## config.mk

```make
export PLATFORM = sky130hd
export DESIGN_NAME = display_scan_controller
export DESIGN_NICKNAME = d
export VERILOG_FILES = /design/src/rtl/display_pkg.sv /design/src/rtl/display_scan_controller_slot_timer.sv /design/src/rtl/display_scan_controller.sv
export SDC_FILE = /design/constraint.sdc
export NUM_CORES = 1
export LEC_CHECK = 0
export ABC_CLOCK_PERIOD_IN_PS = 5700
export BUFFER_PORTS_ARGS = -buffer_cell sky130_fd_sc_hd__buf_2
export CAP_MARGIN = 5
export CORE_MARGIN = 2
export CORE_UTILIZATION = 40
export DETAILED_ROUTE_END_ITERATION = 7
export GPL_TIMING_DRIVEN = 0
export SLEW_MARGIN = 30
export SYNTH_ARGS = -nofsm -noshare
export SYNTH_HDL_FRONTEND = slang
export SYNTH_SLANG_ARGS = --single-unit
```

## constraint.sdc

```tcl
create_clock -name clk_i -period 5.7 [get_ports clk_i]
set_input_delay 0.285 -clock clk_i [delete_from_list [all_inputs] [get_ports clk_i]]
set_output_delay 0.285 -clock clk_i [all_outputs]
set_load 0.01 [all_outputs]
```

## src/rtl/display_pkg.sv

```systemverilog
// Shared types and helpers for the seven-segment scan path.
package display_pkg;

  localparam int unsigned DIGIT_W_DEF = 4;
  localparam int unsigned MAX_DIGITS  = 32;

  typedef enum logic [1:0] {
    IDLE  = 2'd0,
    SHOW  = 2'd1,
    BLANK = 2'd2
  } scan_state_t;

  // One-hot decode of a digit index, truncated by the caller to its digit count.
  function automatic logic [MAX_DIGITS-1:0] digit_onehot(input int unsigned idx);
    digit_onehot = MAX_DIGITS'(1) << idx;
  endfunction

endpackage

```

## src/rtl/display_scan_controller_slot_timer.sv

```systemverilog
// Loadable down-counter that times SHOW and BLANK slots.
module slot_timer #(
  parameter int unsigned CNT_W = 4
) (
  input  logic             clk_i,
  input  logic             reset,
  input  logic             load_i,
  input  logic [CNT_W-1:0] load_val_i,
  output logic             tc_o,
  output logic             tc_next_o
);

  logic [CNT_W-1:0] cnt_q;

  // Reload on request, otherwise count down and rest at zero.
  always_ff @(posedge clk_i or posedge reset) begin
    if (reset) begin
      cnt_q <= '0;
    end else if (load_i) begin
      cnt_q <= load_val_i;
    end else if (cnt_q != '0) begin
      cnt_q <= cnt_q - CNT_W'(1);
    end
  end

  // tc marks the last cycle of a slot; tc_next predicts it one cycle early
  // so the caller can register a pulse aligned with that cycle.
  assign tc_o      = (cnt_q == '0);
  assign tc_next_o = load_i ? (load_val_i == '0) : (cnt_q <= CNT_W'(1));

endmodule

```

## src/rtl/display_scan_controller.sv

```systemverilog
// Multiplexed seven-segment scan sequencer with blanking and frame-aligned value updates.
module display_scan_controller
  import display_pkg::*;
#(
  parameter int unsigned CLK_DIV      = 10000,
  parameter int unsigned BLANK_CYCLES = 64,
  parameter int unsigned NUM_DIGITS   = 4,
  parameter int unsigned DIGIT_W      = DIGIT_W_DEF
) (
  input  logic                                      clk_i,
  input  logic                                      reset,
  input  logic                                      enable,
  input  logic [NUM_DIGITS*DIGIT_W-1:0]             value_i,
  input  logic                                      value_valid_i,
  output logic                                      value_ready_o,
  output logic [((NUM_DIGITS>1)?$clog2(NUM_DIGITS):1)-1:0] digit_sel_o,
  output logic [NUM_DIGITS-1:0]                     digit_en_o,
  output logic [DIGIT_W-1:0]                        nibble_o,
  output logic                                      blank_o,
  output logic                                      frame_done_o
);

  localparam int unsigned VAL_W    = NUM_DIGITS * DIGIT_W;
  localparam int unsigned SEL_W    = (NUM_DIGITS > 1) ? $clog2(NUM_DIGITS) : 1;
  localparam int unsigned CNT_W    = (CLK_DIV > 1) ? $clog2(CLK_DIV) : 1;
  localparam int unsigned SHOW_LEN = CLK_DIV - BLANK_CYCLES;
  localparam bit          HAS_BLANK = (BLANK_CYCLES > 0);
  localparam logic [CNT_W-1:0] SHOW_LOAD  = CNT_W'(SHOW_LEN - 1);
  localparam logic [CNT_W-1:0] BLANK_LOAD = CNT_W'(HAS_BLANK ? BLANK_CYCLES - 1 : 0);
  localparam logic [SEL_W-1:0] LAST_SEL   = SEL_W'(NUM_DIGITS - 1);
  localparam scan_state_t      LAST_STATE = HAS_BLANK ? BLANK : SHOW;

  scan_state_t             state_q, state_d;
  logic [SEL_W-1:0]        sel_q, sel_d, sel_inc;
  logic [NUM_DIGITS-1:0]   en_q, en_d;
  logic                    blank_q, blank_d;
  logic                    fd_q, fd_d;
  logic [VAL_W-1:0]        shadow_q, shadow_d;
  logic [VAL_W-1:0]        pending_q, pending_d;
  logic                    full_q, full_d;
  logic                    tmr_load, tmr_tc, tmr_tc_next;
  logic [CNT_W-1:0]        tmr_val;
  logic                    boundary, accept;

  slot_timer #(.CNT_W(CNT_W)) u_slot_timer (
    .clk_i      (clk_i),
    .reset      (reset),
    .load_i     (tmr_load),
    .load_val_i (tmr_val),
    .tc_o       (tmr_tc),
    .tc_next_o  (tmr_tc_next)
  );

  assign sel_inc = (sel_q == LAST_SEL) ? '0 : sel_q + SEL_W'(1);

  // Scan sequencing: next state, digit index, timer reload and frame boundary.
  always_comb begin
    state_d  = state_q;
    sel_d    = sel_q;
    tmr_load = 1'b0;
    tmr_val  = '0;
    boundary = 1'b0;
    if (!enable) begin
      state_d  = IDLE;
      sel_d    = '0;
      tmr_load = 1'b1;
    end else begin
      unique case (state_q)
        IDLE: begin
          state_d  = SHOW;
          sel_d    = '0;
          tmr_load = 1'b1;
          tmr_val  = SHOW_LOAD;
          boundary = 1'b1;
        end
        SHOW: begin
          if (tmr_tc) begin
            tmr_load = 1'b1;
            if (HAS_BLANK) begin
              state_d = BLANK;
              tmr_val = BLANK_LOAD;
            end else begin
              sel_d    = sel_inc;
              tmr_val  = SHOW_LOAD;
              boundary = (sel_q == LAST_SEL);
            end
          end
        end
        BLANK: begin
          if (tmr_tc) begin
            state_d  = SHOW;
            sel_d    = sel_inc;
            tmr_load = 1'b1;
            tmr_val  = SHOW_LOAD;
            boundary = (sel_q == LAST_SEL);
          end
        end
        default: begin
          state_d  = IDLE;
          sel_d    = '0;
          tmr_load = 1'b1;
        end
      endcase
    end
  end

  // Registered display outputs derived from the next scan state.
  always_comb begin
    en_d    = (state_d == SHOW) ? NUM_DIGITS'(digit_onehot(32'(sel_d))) : '0;
    blank_d = (state_d != SHOW);
    fd_d    = tmr_tc_next && (state_d == LAST_STATE) && (sel_d == LAST_SEL);
  end

  // One-entry write buffer; commits to the shadow only on a frame boundary.
  always_comb begin
    shadow_d  = shadow_q;
    pending_d = pending_q;
    full_d    = full_q;
    accept    = value_valid_i && !full_q;
    if (accept) begin
      pending_d = value_i;
      full_d    = 1'b1;
    end else if (boundary && full_q) begin
      shadow_d = pending_q;
      full_d   = 1'b0;
    end
  end

  // State and output registers.
  always_ff @(posedge clk_i or posedge reset) begin
    if (reset) begin
      state_q   <= IDLE;
      sel_q     <= '0;
      en_q      <= '0;
      blank_q   <= 1'b1;
      fd_q      <= 1'b0;
      shadow_q  <= '0;
      pending_q <= '0;
      full_q    <= 1'b0;
    end else begin
      state_q   <= state_d;
      sel_q     <= sel_d;
      en_q      <= en_d;
      blank_q   <= blank_d;
      fd_q      <= fd_d;
      shadow_q  <= shadow_d;
      pending_q <= pending_d;
      full_q    <= full_d;
    end
  end

  assign value_ready_o = !full_q;
  assign digit_sel_o   = sel_q;
  assign digit_en_o    = en_q;
  assign blank_o       = blank_q;
  assign frame_done_o  = fd_q;
  assign nibble_o      = shadow_q[32'(sel_q) * DIGIT_W +: DIGIT_W];

endmodule

```

==> run summary, run 1 <==
Antenna-violating nets left = 0
Post-Synth Adder-Cell Area = 3.75%
Crit path launch type = register
Core area = 6390 µm²
Cell chain of the critical path = inv_1 > ha_1 > nor2b_1 > and4_1 > a31oi_1 > nor2_4 > buf_6 > mux2_1
Layout filler cell count = 595
Remaining DRCs = 0
Syn Inst Count = 211
Clock transition at path regs = 0.07 ns
#FFs+latches synth = 57
Fin Setup TNS = 0 ns
Routed len/inst = 15.1 µm
Final HPWL DP = 3560 µm
WP data required = 5.92 ns
Post-Syn Area = 2670 µm²
Slowest stage delay, CP = 0.44 ns
Top Family by Delay on Critical Path = simple AND/OR/NAND/NOR gates
Drt first pass iters = 4
PostCTS Resize Cnt = 0
GR Util All Layers = 15.6%
Unrepaired setup endpoints after global routing = false
Vias per cell = 5.20
Routed WL = 5060 µm
IO buf count = 31
Power Density = 504 nW/µm²
Grt total ovfl = 0
Cts bufs inserted = 9
Post-synth EDFFs = 0
Async SR Flop Fraction = 100%
Slowest-stage cell, CP = dfrtp_1
Syn_area_per_cell = 12.6 µm²
# rows = 29
IO Count = 33
Antenna violations before repair = 0
Worst setup EP type = register
Clk buf depth = 2
Initial core utilization = 41.8%
Antenna fix cells = 0
Max Cap Viol = 0
Tot Pwr = 1.58 mW
Synth Area in Compound Gates = 6.71%
Global-route wire length before repair = 8630 µm
Critical path type = register to register
Die H = 85.6 µm
Vias in the first global route = 1687
Crit Path Max Fanout = 10
Netlist cell types = 42
Synthesis Warnings = 0
Syn_nets = 239
Place WS = 3.28 ns
CP bufs+invs = 2
Post-DP Area = 2940 µm²
First DRT Iteration DRCs = 107
Largest net degree at the start of global routing = 42
Slew headroom = 53.9%
Final nets = 283
Worst path arrival time = 2.64 ns
Crit path time final = 2.42 ns
Seq/Total Area, Yosys = 53.5%
Final clock skew = 0.0125 ns
Xor/xnor share of the synthesized area = 3.61%
Final hold viol count = 0
Placed cell count = 320
Outcome = complete, no violations
Final setup viols = 0
GP Congestion = 0.785
Maximum VDD drop = 0.219 mV
Post-synthesis mux area share = 16.9%
Leakage power = 1.39 nW
Clk root buf = clkbuf_8
Die width = 85.6 µm
Final setup margin = 3.28 ns
Worst hold-check path type = input port to register
Synth Flop Type = dfrtp_1
Slew Limit Fails = 0
Share of post-route cells with drive strength above 1 = 33.2%
Worst-Skew Late Latency = 0.34 ns
Tcrit/Tclk final = 42.4%
CTS tree = yes
Die area = 7340 µm²
Layout area overhead = 17.6%
Synth Area in Simple Gates = 13.0%
Fmax = 0.413 GHz
Vias = 1748
Clk sink count = 57
Largest family of logic cells by synthesized area = multiplexers
H-tree levels = 3
Measured slew at the worst slew-check pin = 0.685 ns
Post-Layout Cell Count = 336
Finished Cell Area = 3130 µm²
-- path summary, 6_finish.rpt --
path	from	end	slack (ns)	cells past startpoint
worst max-delay path	u_slot_timer.cnt_q[0]	shadow_q[1]	3.28	8
worst min-delay path	value_i[8]	pending_q[8]	0.16	2
worst max register to register	u_slot_timer.cnt_q[0]	shadow_q[1]	3.28	8
worst min register to register	pending_q[6]	shadow_q[6]	0.49	1
max in group asynchronous	reset	blank_o	4.73	4
min in group asynchronous	reset	u_slot_timer.cnt_q[11]	0.43	3
-- worst register-to-register path, cell delays in order, from the launching register on --
cell and delay (ns):
dfrtp_1 0.44, inv_1 0.11, ha_1 0.17, nor2b_1 0.27
and4_1 0.35, a31oi_1 0.17, nor2_4 0.26, buf_6 0.21
mux2_1 0.33
-- cells in the mapped netlist, types with 2 or more instances --
library cell | n | area share, %
nor3_1 | 7 | 1.3
a31oi_1 | 2 | 0.47
inv_1 | 9 | 1.3
clkbuf_1 | 3 | 0.42
xor2_1 | 3 | 0.99
dfrtp_1 | 56 | 53
a21oi_1 | 5 | 0.94
mux2_2 | 23 | 9.7
and3_1 | 2 | 0.47
nor2_1 | 13 | 1.8
ha_1 | 8 | 3.8
nor4_1 | 3 | 0.70
mux4_2 | 4 | 3.4
nand3_1 | 4 | 0.75
nor2b_1 | 3 | 0.70
xnor2_1 | 8 | 2.6
nand2_1 | 10 | 1.4
mux2_1 | 9 | 3.8
or3_1 | 3 | 0.70
o21ai_0 | 14 | 2.6
-- final cells by class --
class                   count  area (µm²)  share of cell area [%]
inverters                   9        36.3                    1.16
repair buffers             33         185                    5.91
clock inverters             6        60.1                    1.92
clock buffers               9         124                    3.95
well taps                  77        96.3                    3.07
multi-input cells         139        1170                    37.4
plain buffers               6        33.8                    1.08
flip-flops and latches     57        1430                    45.5
-- repair_timing --
action                                 CTS  global route
buffers inserted                         0             0
endpoints found under the hold margin   16             0
hold buffers                             1             0
-- cell families after synthesis --
| logic type | after synthesis |
|---|---|
| AO/OA/AOI/OAI | 28 |
| XOR/XNOR | 11 |
| adder cells (fa/ha/maj) | 8 |
| buffers and inverters | 15 |
| flip-flops | 57 |
| multiplexers | 36 |
| AND/OR/NAND/NOR | 56 |
-- power by group --
group	internal (mW)	total (mW)	switching (mW)	leakage, nW
Clock	0.197	0.358	0.161	0.0909
Sequential	0.570	0.689	0.119	0.705
Combinational	0.276	0.533	0.258	0.596
-- sequential cells by signal, indices dropped and copies added, names as in the netlist, 2 cells and up --
signal	flops
u_slot_timer.cnt_q	14
shadow_q	16
digit_en_o	4
state_q	2
pending_q	16
digit_sel_o	2
-- layer usage --
| metal | up-vias | global-route usage [%] | wire length, µm |
|---|---|---|---|
| met2 | 27 | 21.7 | 2160 |
| met1 | 871 | 22.0 | 2610 |
| li1 | 841 | - | - |
| met3 | 9 | 5.20 | 199 |
| met4 | 0 | 7.36 | 98 |
| met5 | - | 0 | 0 |
-- through the flow --
stage	hold slack, ns	utilization [%]
2_1_floorplan	0.410	-
5_1_grt	0.160	49.1
6_report	0.165	49.1
3_3_place_gp	0.464	45.7
3_5_place_dp	0.241	46.0
4_1_cts	0.157	49.1
-- layout by cell type, fill, tap and decap left out, drive strengths merged, types with 2 or more instances in the layout --
master,count
clkinvlp,2
or4,2
nor2b,3
nor4,5
and3,2
clkbuf,12
mux4,4
xnor2,8
nand2,10
nor2,14
a21oi,5
inv,9
or3,3
buf,35
nand3,4
dfrtp,56
ha,8
nor3,7
xor2,3
o21ai,15
mux2,32
clkinv,3
a31oi,3
(Power assumes the default switching activity.)
==> run 2: changes to the inputs <==
- ABC_AREA: default -> 1
- ABC_CLOCK_PERIOD_IN_PS: 5700 -> 2000
- clock period: 5.7 -> 2 ns (I/O delays scaled with it)
==> run 2 against run 1 <==
  * Clock-buffer cell count increased by 4
  * Total power increased to 2.7 times the previous value
  * Cell count increased by 33%
  * Critical path type unchanged
==> run summary, run 2 <==
Largest regs = pending_q: 16 flops, shadow_q: 16 flops, u_slot_timer.cnt_q: 14 flops
Commonest cells after routing, fill and taps aside = dfrtp_1 (56), inv_1 (39), nor2_1 (37)
Cts bufs inserted = 9
Cell chain of the critical path = inv_1 > ha_1 > nand2_2 > nor2_8 > nand3_4 > nand2_4 > o2111ai_4 > buf_6 > nand2_2 > o21ai_2
Post-Syn Area = 2820 µm²
Clk buf depth = 2
Final nets = 373
Final setup viols = 0
GR Util All Layers = 16.0%
Synth area leader = dfrtp_1
Slowest stage delay, CP = 0.40 ns
Netlist cell types = 33
Layout area overhead = 18.7%
Grt total ovfl = 0
Share of post-route cells with drive strength above 1 = 30.0%
Tcrit/Tclk final = 88.3%
R2r setup slk = 0.23 ns
Count leader, synth = dfrtp_1
Hold Slack = 0.00846 ns
Antenna fix cells = 0
Die H = 87.9 µm
Setup repair bufs after CTS = 0
Total internal power = 2.72 mW
PostCTS Resize Cnt = 0
Worst hold-check path type = input port to register
Vias in the first global route = 2039
Maximum VDD drop = 0.516 mV
Worst r2r path cells = 10
RR Startpoint = u_slot_timer.cnt_q[0]
Largest net degree at the start of global routing = 48
Worst setup startpoint = u_slot_timer.cnt_q[0]
GP Congestion = 0.760
First DRT Iteration DRCs = 72
Finished Cell Area = 3340 µm²
Slew Limit Fails = 0
Seq pwr share = 42.3%
Clock transition at path regs = 0.07 ns
CP Capture Point = shadow_q[9]
Initial core utilization = 41.4%
Antenna-violating nets left = 0
List of most frequent post-synthesis cells = dfrtp_1 (56), inv_1 (40), nor2_1 (37), nand2_1 (34), a21oi_1 (23)
Gate power share = 31.8%
Leakage power = 1.71 nW
Clk root buf = clkbuf_8
Global-route wire length before repair = 9310 µm
Register Area = 1430 µm²
#FFs+latches synth = 57
Crit Path Max Fanout = 10
IO Count = 33
Critical path type = register to register
Crit path launch type = register
Die area = 7720 µm²
Synth Flop Type = dfrtp_1
Commonest non-fill, non-tap cell in the layout = dfrtp_1
Area share of the largest cell type after synthesis = 49.8%
Synth top area cells = dfrtp_1 (50%), o21ai_2 (5.6%), inv_1 (5.3%), nor2_1 (4.9%), nand2_1 (4.5%)
Routed WL = 5440 µm
Post-synth EDFFs = 0
WP data required = 2.22 ns
Slowest-stage cell, CP = dfrtp_1
# rows = 30
Syn_area_per_cell = 9.38 µm²
Die width = 87.9 µm
Slew headroom = 66.1%
Unrepaired setup endpoints after global routing = false
Switching share of power = 35.3%
Worst-Skew Late Latency = 0.33 ns
Drt first pass iters = 4
Multi-input logic area = 1180 µm²
Measured slew at the worst slew-check pin = 0.509 ns
H-tree levels = 3
Final clock skew = 0.00754 ns
Post-DP Area = 3130 µm²
Critical path's most frequent cell = nand2_2
Layout filler cell count = 660
P_sw = 1.49 mW
IO buf count = 32
Fmax = 0.566 GHz
Remaining DRCs = 0
Worst setup EP type = register
Power Density = 1260 nW/µm²
Seq/Total Area, Yosys = 50.7%
Max Cap Viol = 0
Syn_nets = 328
Fin Setup TNS = 0 ns
Synthesis Warnings = 0
Clk sink count = 57
Final HPWL DP = 3940 µm
Outcome = complete, no violations
Vias = 2070
Async SR Flop Fraction = 100%
Vias per cell = 4.64
Routed len/inst = 12.2 µm
CTS tree = yes
Power share of the clock group = 25.9%
Final hold viol count = 0
Antenna violations before repair = 0
Worst path arrival time = 1.99 ns
Syn Inst Count = 300
Core area = 6790 µm²
Crit path time final = 1.77 ns
Tot Pwr = 4.21 mW
RR Endpoint = shadow_q[9]
[run 2: worst min path at each step]
stage	cells past startpoint	slack, ns	start	endpoint
3_3_place_gp	2	0.32	value_valid_i	full_q
5_1_grt	3	0.01	value_i[9]	pending_q[9]
4_1_cts	3	0.0002	value_i[10]	pending_q[10]
3_5_place_dp	2	0.02	reset	pending_q[9]
2_1_floorplan	1	0.22	value_valid_i	full_q
6_report	3	0.008	value_i[0]	pending_q[0]
[run 2: cells by family after synthesis]
kind of cell / after synthesis / share of synthesized area (%)
AOI/OAI and AO/OA: 66 / 15.3
xor gates and xnor gates: 5 / 1.56
adders and majority gates: 8 / 3.56
buffers and inverters: 49 / 7.33
DFF: 57 / 50.7
and+or+nand+nor: 115 / 21.5
[run 2: final cells by class]
class	instances	area share, %
Buffer	6	1.35
Clock buffer	13	4.76
Clock inverter	3	1.20
Inverter	42	4.79
Multi-Input combinational cell	194	35.4
Sequential cell	57	42.7
Tap cell	96	3.60
Timing Repair Buffer	35	6.22
[run 2: routing by layer]
| metal | part of all wire [%] | vias up | GRT usage, % |
|---|---|---|---|
| li1 | - | 1052 | - |
| met1 | 46 | 972 | 20.1 |
| met2 | 48 | 32 | 25.1 |
| met3 | 2.7 | 14 | 3.96 |
| met4 | 3.6 | 0 | 9.65 |
| met5 | 0 | - | 0 |
[run 2: timing repair]
| item | in CTS | in global routing |
|---|---|---|
| hold buffers | 2 | 0 |
| endpoints found under the setup margin | 0 | 4 |
| endpoints found under the hold margin | 57 | 0 |
[run 2: power by group through the flow]
| stage | registers [mW] | clock network (mW) | logic (mW) |
|---|---|---|---|
| 2_1_floorplan | 1.75 | 0 | 1.08 |
| 3_3_place_gp | 1.79 | 0 | 1.31 |
| 3_5_place_dp | 1.80 | 0 | 1.35 |
| 4_1_cts | 1.78 | 1.12 | 1.36 |
| 5_1_grt | 1.83 | 1.18 | 1.52 |
| 6_report | 1.78 | 1.09 | 1.34 |
[run 2: critical path, delay by kind of cell, from the launching register on]
kind	cells	cell delay [ns]
flops	1	0.40
buf+inv	2	0.35
fa+ha+maj	1	0.18
compound gates	2	0.20
simple gates	5	0.51
[run 2: metrics by stage]
stage / utilization [%] / setup WS (ns) / instances
after global placement: 45.6 / -0.284 / 428
after detailed placement: 46.0 / 0.247 / 429
after global routing: 49.2 / 0.0522 / 446
after CTS: 49.2 / 0.0952 / 447
after floorplan: - / 0.415 / 300
final: 49.2 / 0.235 / 446
==> run 3: changes to the inputs <==
- CORE_UTILIZATION: 40 -> 52
- PLACE_DENSITY: default -> 0.81
==> run 3 against run 2 <==
  * Sequential share of layout area shrank 0.30 points
  * Via count grew 2.7%
  * Critical path depth shrank 5
  * Clock power shrank 13%
  * Worst setup slack lost 0.15 ns
==> run summary, run 3 (synthesis results as in run 2) <==
Outcome = complete, no violations
Vias = 2126
Die width = 77.6 µm
Slowest-stage cell, CP = dfrtp_1
Gate power share = 33.2%
Crit path launch type = register
Max Cap Viol = 0
Routed len/inst = 13.2 µm
Worst hold-check path type = input port to register
Die area = 6020 µm²
Multi-input logic area = 1180 µm²
Uppermost routed layer = met4
Cell chain of the critical path = clkbuf_1 > inv_1 > o21ai_0 > o22ai_1 > buf_2
Global-route wire length before repair = 9740 µm
Clk buf depth = 2
IO buf count = 32
Worst-Skew Late Latency = 0.34 ns
Largest regs = pending_q: 16 flops, shadow_q: 16 flops, u_slot_timer.cnt_q: 14 flops
Clock transition at path regs = 0.07 ns
Measured slew at the worst slew-check pin = 0.501 ns
Total internal power = 2.55 mW
Register Area = 1430 µm²
Grt total ovfl = 0
Vias per cell = 4.96
H-tree levels = 3
CP bufs+invs = 3
Fmax = 0.522 GHz
Crit Path Max Fanout = 10
Leakage power = 1.72 nW
Vias in the first global route = 2187
GP Congestion = 0.832
P_sw = 1.56 mW
PostCTS Resize Cnt = 0
Antenna fix cells = 0
Antenna violations before repair = 0
Tot Pwr = 4.11 mW
Slowest stage delay, CP = 0.39 ns
Share of post-route cells with drive strength above 1 = 29.8%
Switching share of power = 38.0%
Power Density = 1220 nW/µm²
Largest net degree at the start of global routing = 34
Drt first pass iters = 4
Final core occ = 65.0%
Core area = 5170 µm²
Commonest non-fill, non-tap cell in the layout = dfrtp_1
Met2 Routed Length = 2890 µm
Met3 WL post-DR = 277 µm
Clk sink count = 57
Final nets = 382
Antenna-violating nets left = 0
Final HPWL DP = 4040 µm
Maximum VDD drop = 0.876 mV
Crit path time final = 1.92 ns
Commonest cells after routing, fill and taps aside = dfrtp_1 (56), inv_1 (39), nor2_1 (37)
Clk root buf = clkbuf_8
Met1 wire length = 2410 µm
Power share of the clock group = 23.2%
Critical path type = register to primary output
Layout area overhead = 19.5%
Cts bufs inserted = 9
Final setup viols = 0
Initial core utilization = 54.4%
Layout filler cell count = 421
Slew Limit Fails = 0
Tcrit/Tclk final = 95.8%
R2r setup slk = 0.25 ns
First DRT Iteration DRCs = 113
Top Family by Delay on Critical Path = buffers and inverters
# rows = 26
Final hold viol count = 0
Remaining DRCs = 0
IO Count = 33
Die H = 77.6 µm
Worst path arrival time = 1.82 ns
Routed WL = 5650 µm
CTS tree = yes
Seq pwr share = 43.6%
WP data required = 1.90 ns
Unrepaired setup endpoints after global routing = false
Worst setup EP type = primary output
GR Util All Layers = 21.2%
Final clock skew = 0.00882 ns
Slew headroom = 66.6%
Setup repair bufs after CTS = 0
CTS Hold Buffers Added = 10
[run 3: through the flow]
stage / setup WS (ns) / TNS [ns] / instances / cell area, µm² / hold WS (ns)
finish: 0.0847 / 0 / 429 / 3360 / 0.00678
global route: 0.0244 / 0 / 429 / 3360 / 0.0241
CTS: 0.133 / 0 / 429 / 3360 / 0.00109
floorplan: 0.415 / 0 / 300 / 2820 / 0.217
detailed placement: 0.244 / 0 / 403 / 3090 / 0.0968
global placement: -0.168 / -9.26 / 402 / 3060 / 0.338
[run 3: metal layers]
layer | up-vias | global-route usage [%]
li1 | 1058 | -
met1 | 1000 | 24.2
met2 | 60 | 36.6
met3 | 8 | 8.26
met4 | 0 | 5.89
met5 | - | 0
[run 3: final cells by class]
| class | instances | area share, % |
|---|---|---|
| plain buffers | 7 | 1.45 |
| well taps | 70 | 2.60 |
| multi-input cells | 194 | 35.1 |
| repair buffers | 43 | 8.33 |
| clock buffers | 9 | 3.68 |
| clock inverters | 7 | 1.64 |
| flip-flops and latches | 57 | 42.4 |
| inverters | 42 | 4.76 |
[run 3: worst reg2reg max path: cells and delay by family (launching register included)]
family                     cells  cell delay [ns]
buffers and inverters          2             0.24
adders and majority gates      1             0.28
AOI/OAI and AO/OA              3             0.63
DFF                            1             0.41
and+or+nand+nor                1             0.05
[run 3: final timing paths]
kind / from / end / cells after the start
max: digit_sel_o[0] / nibble_o[2] / 5
min: value_i[10] / pending_q[10] / 3
max reg2reg: state_q[1] / u_slot_timer.cnt_q[0] / 7
min reg2reg: shadow_q[1] / shadow_q[1] / 2
max in group asynchronous: reset / blank_o / 4
min in group asynchronous: reset / shadow_q[10] / 3
[run 3: power by group through the flow]
stage	sequential, mW	combinational (mW)	clock [mW]
final	1.79	1.37	0.952
after global routing	1.85	1.56	1.03
after detailed placement	1.81	1.35	0
after global placement	1.79	1.29	0
after floorplan	1.75	1.08	0
after CTS	1.79	1.37	0.973
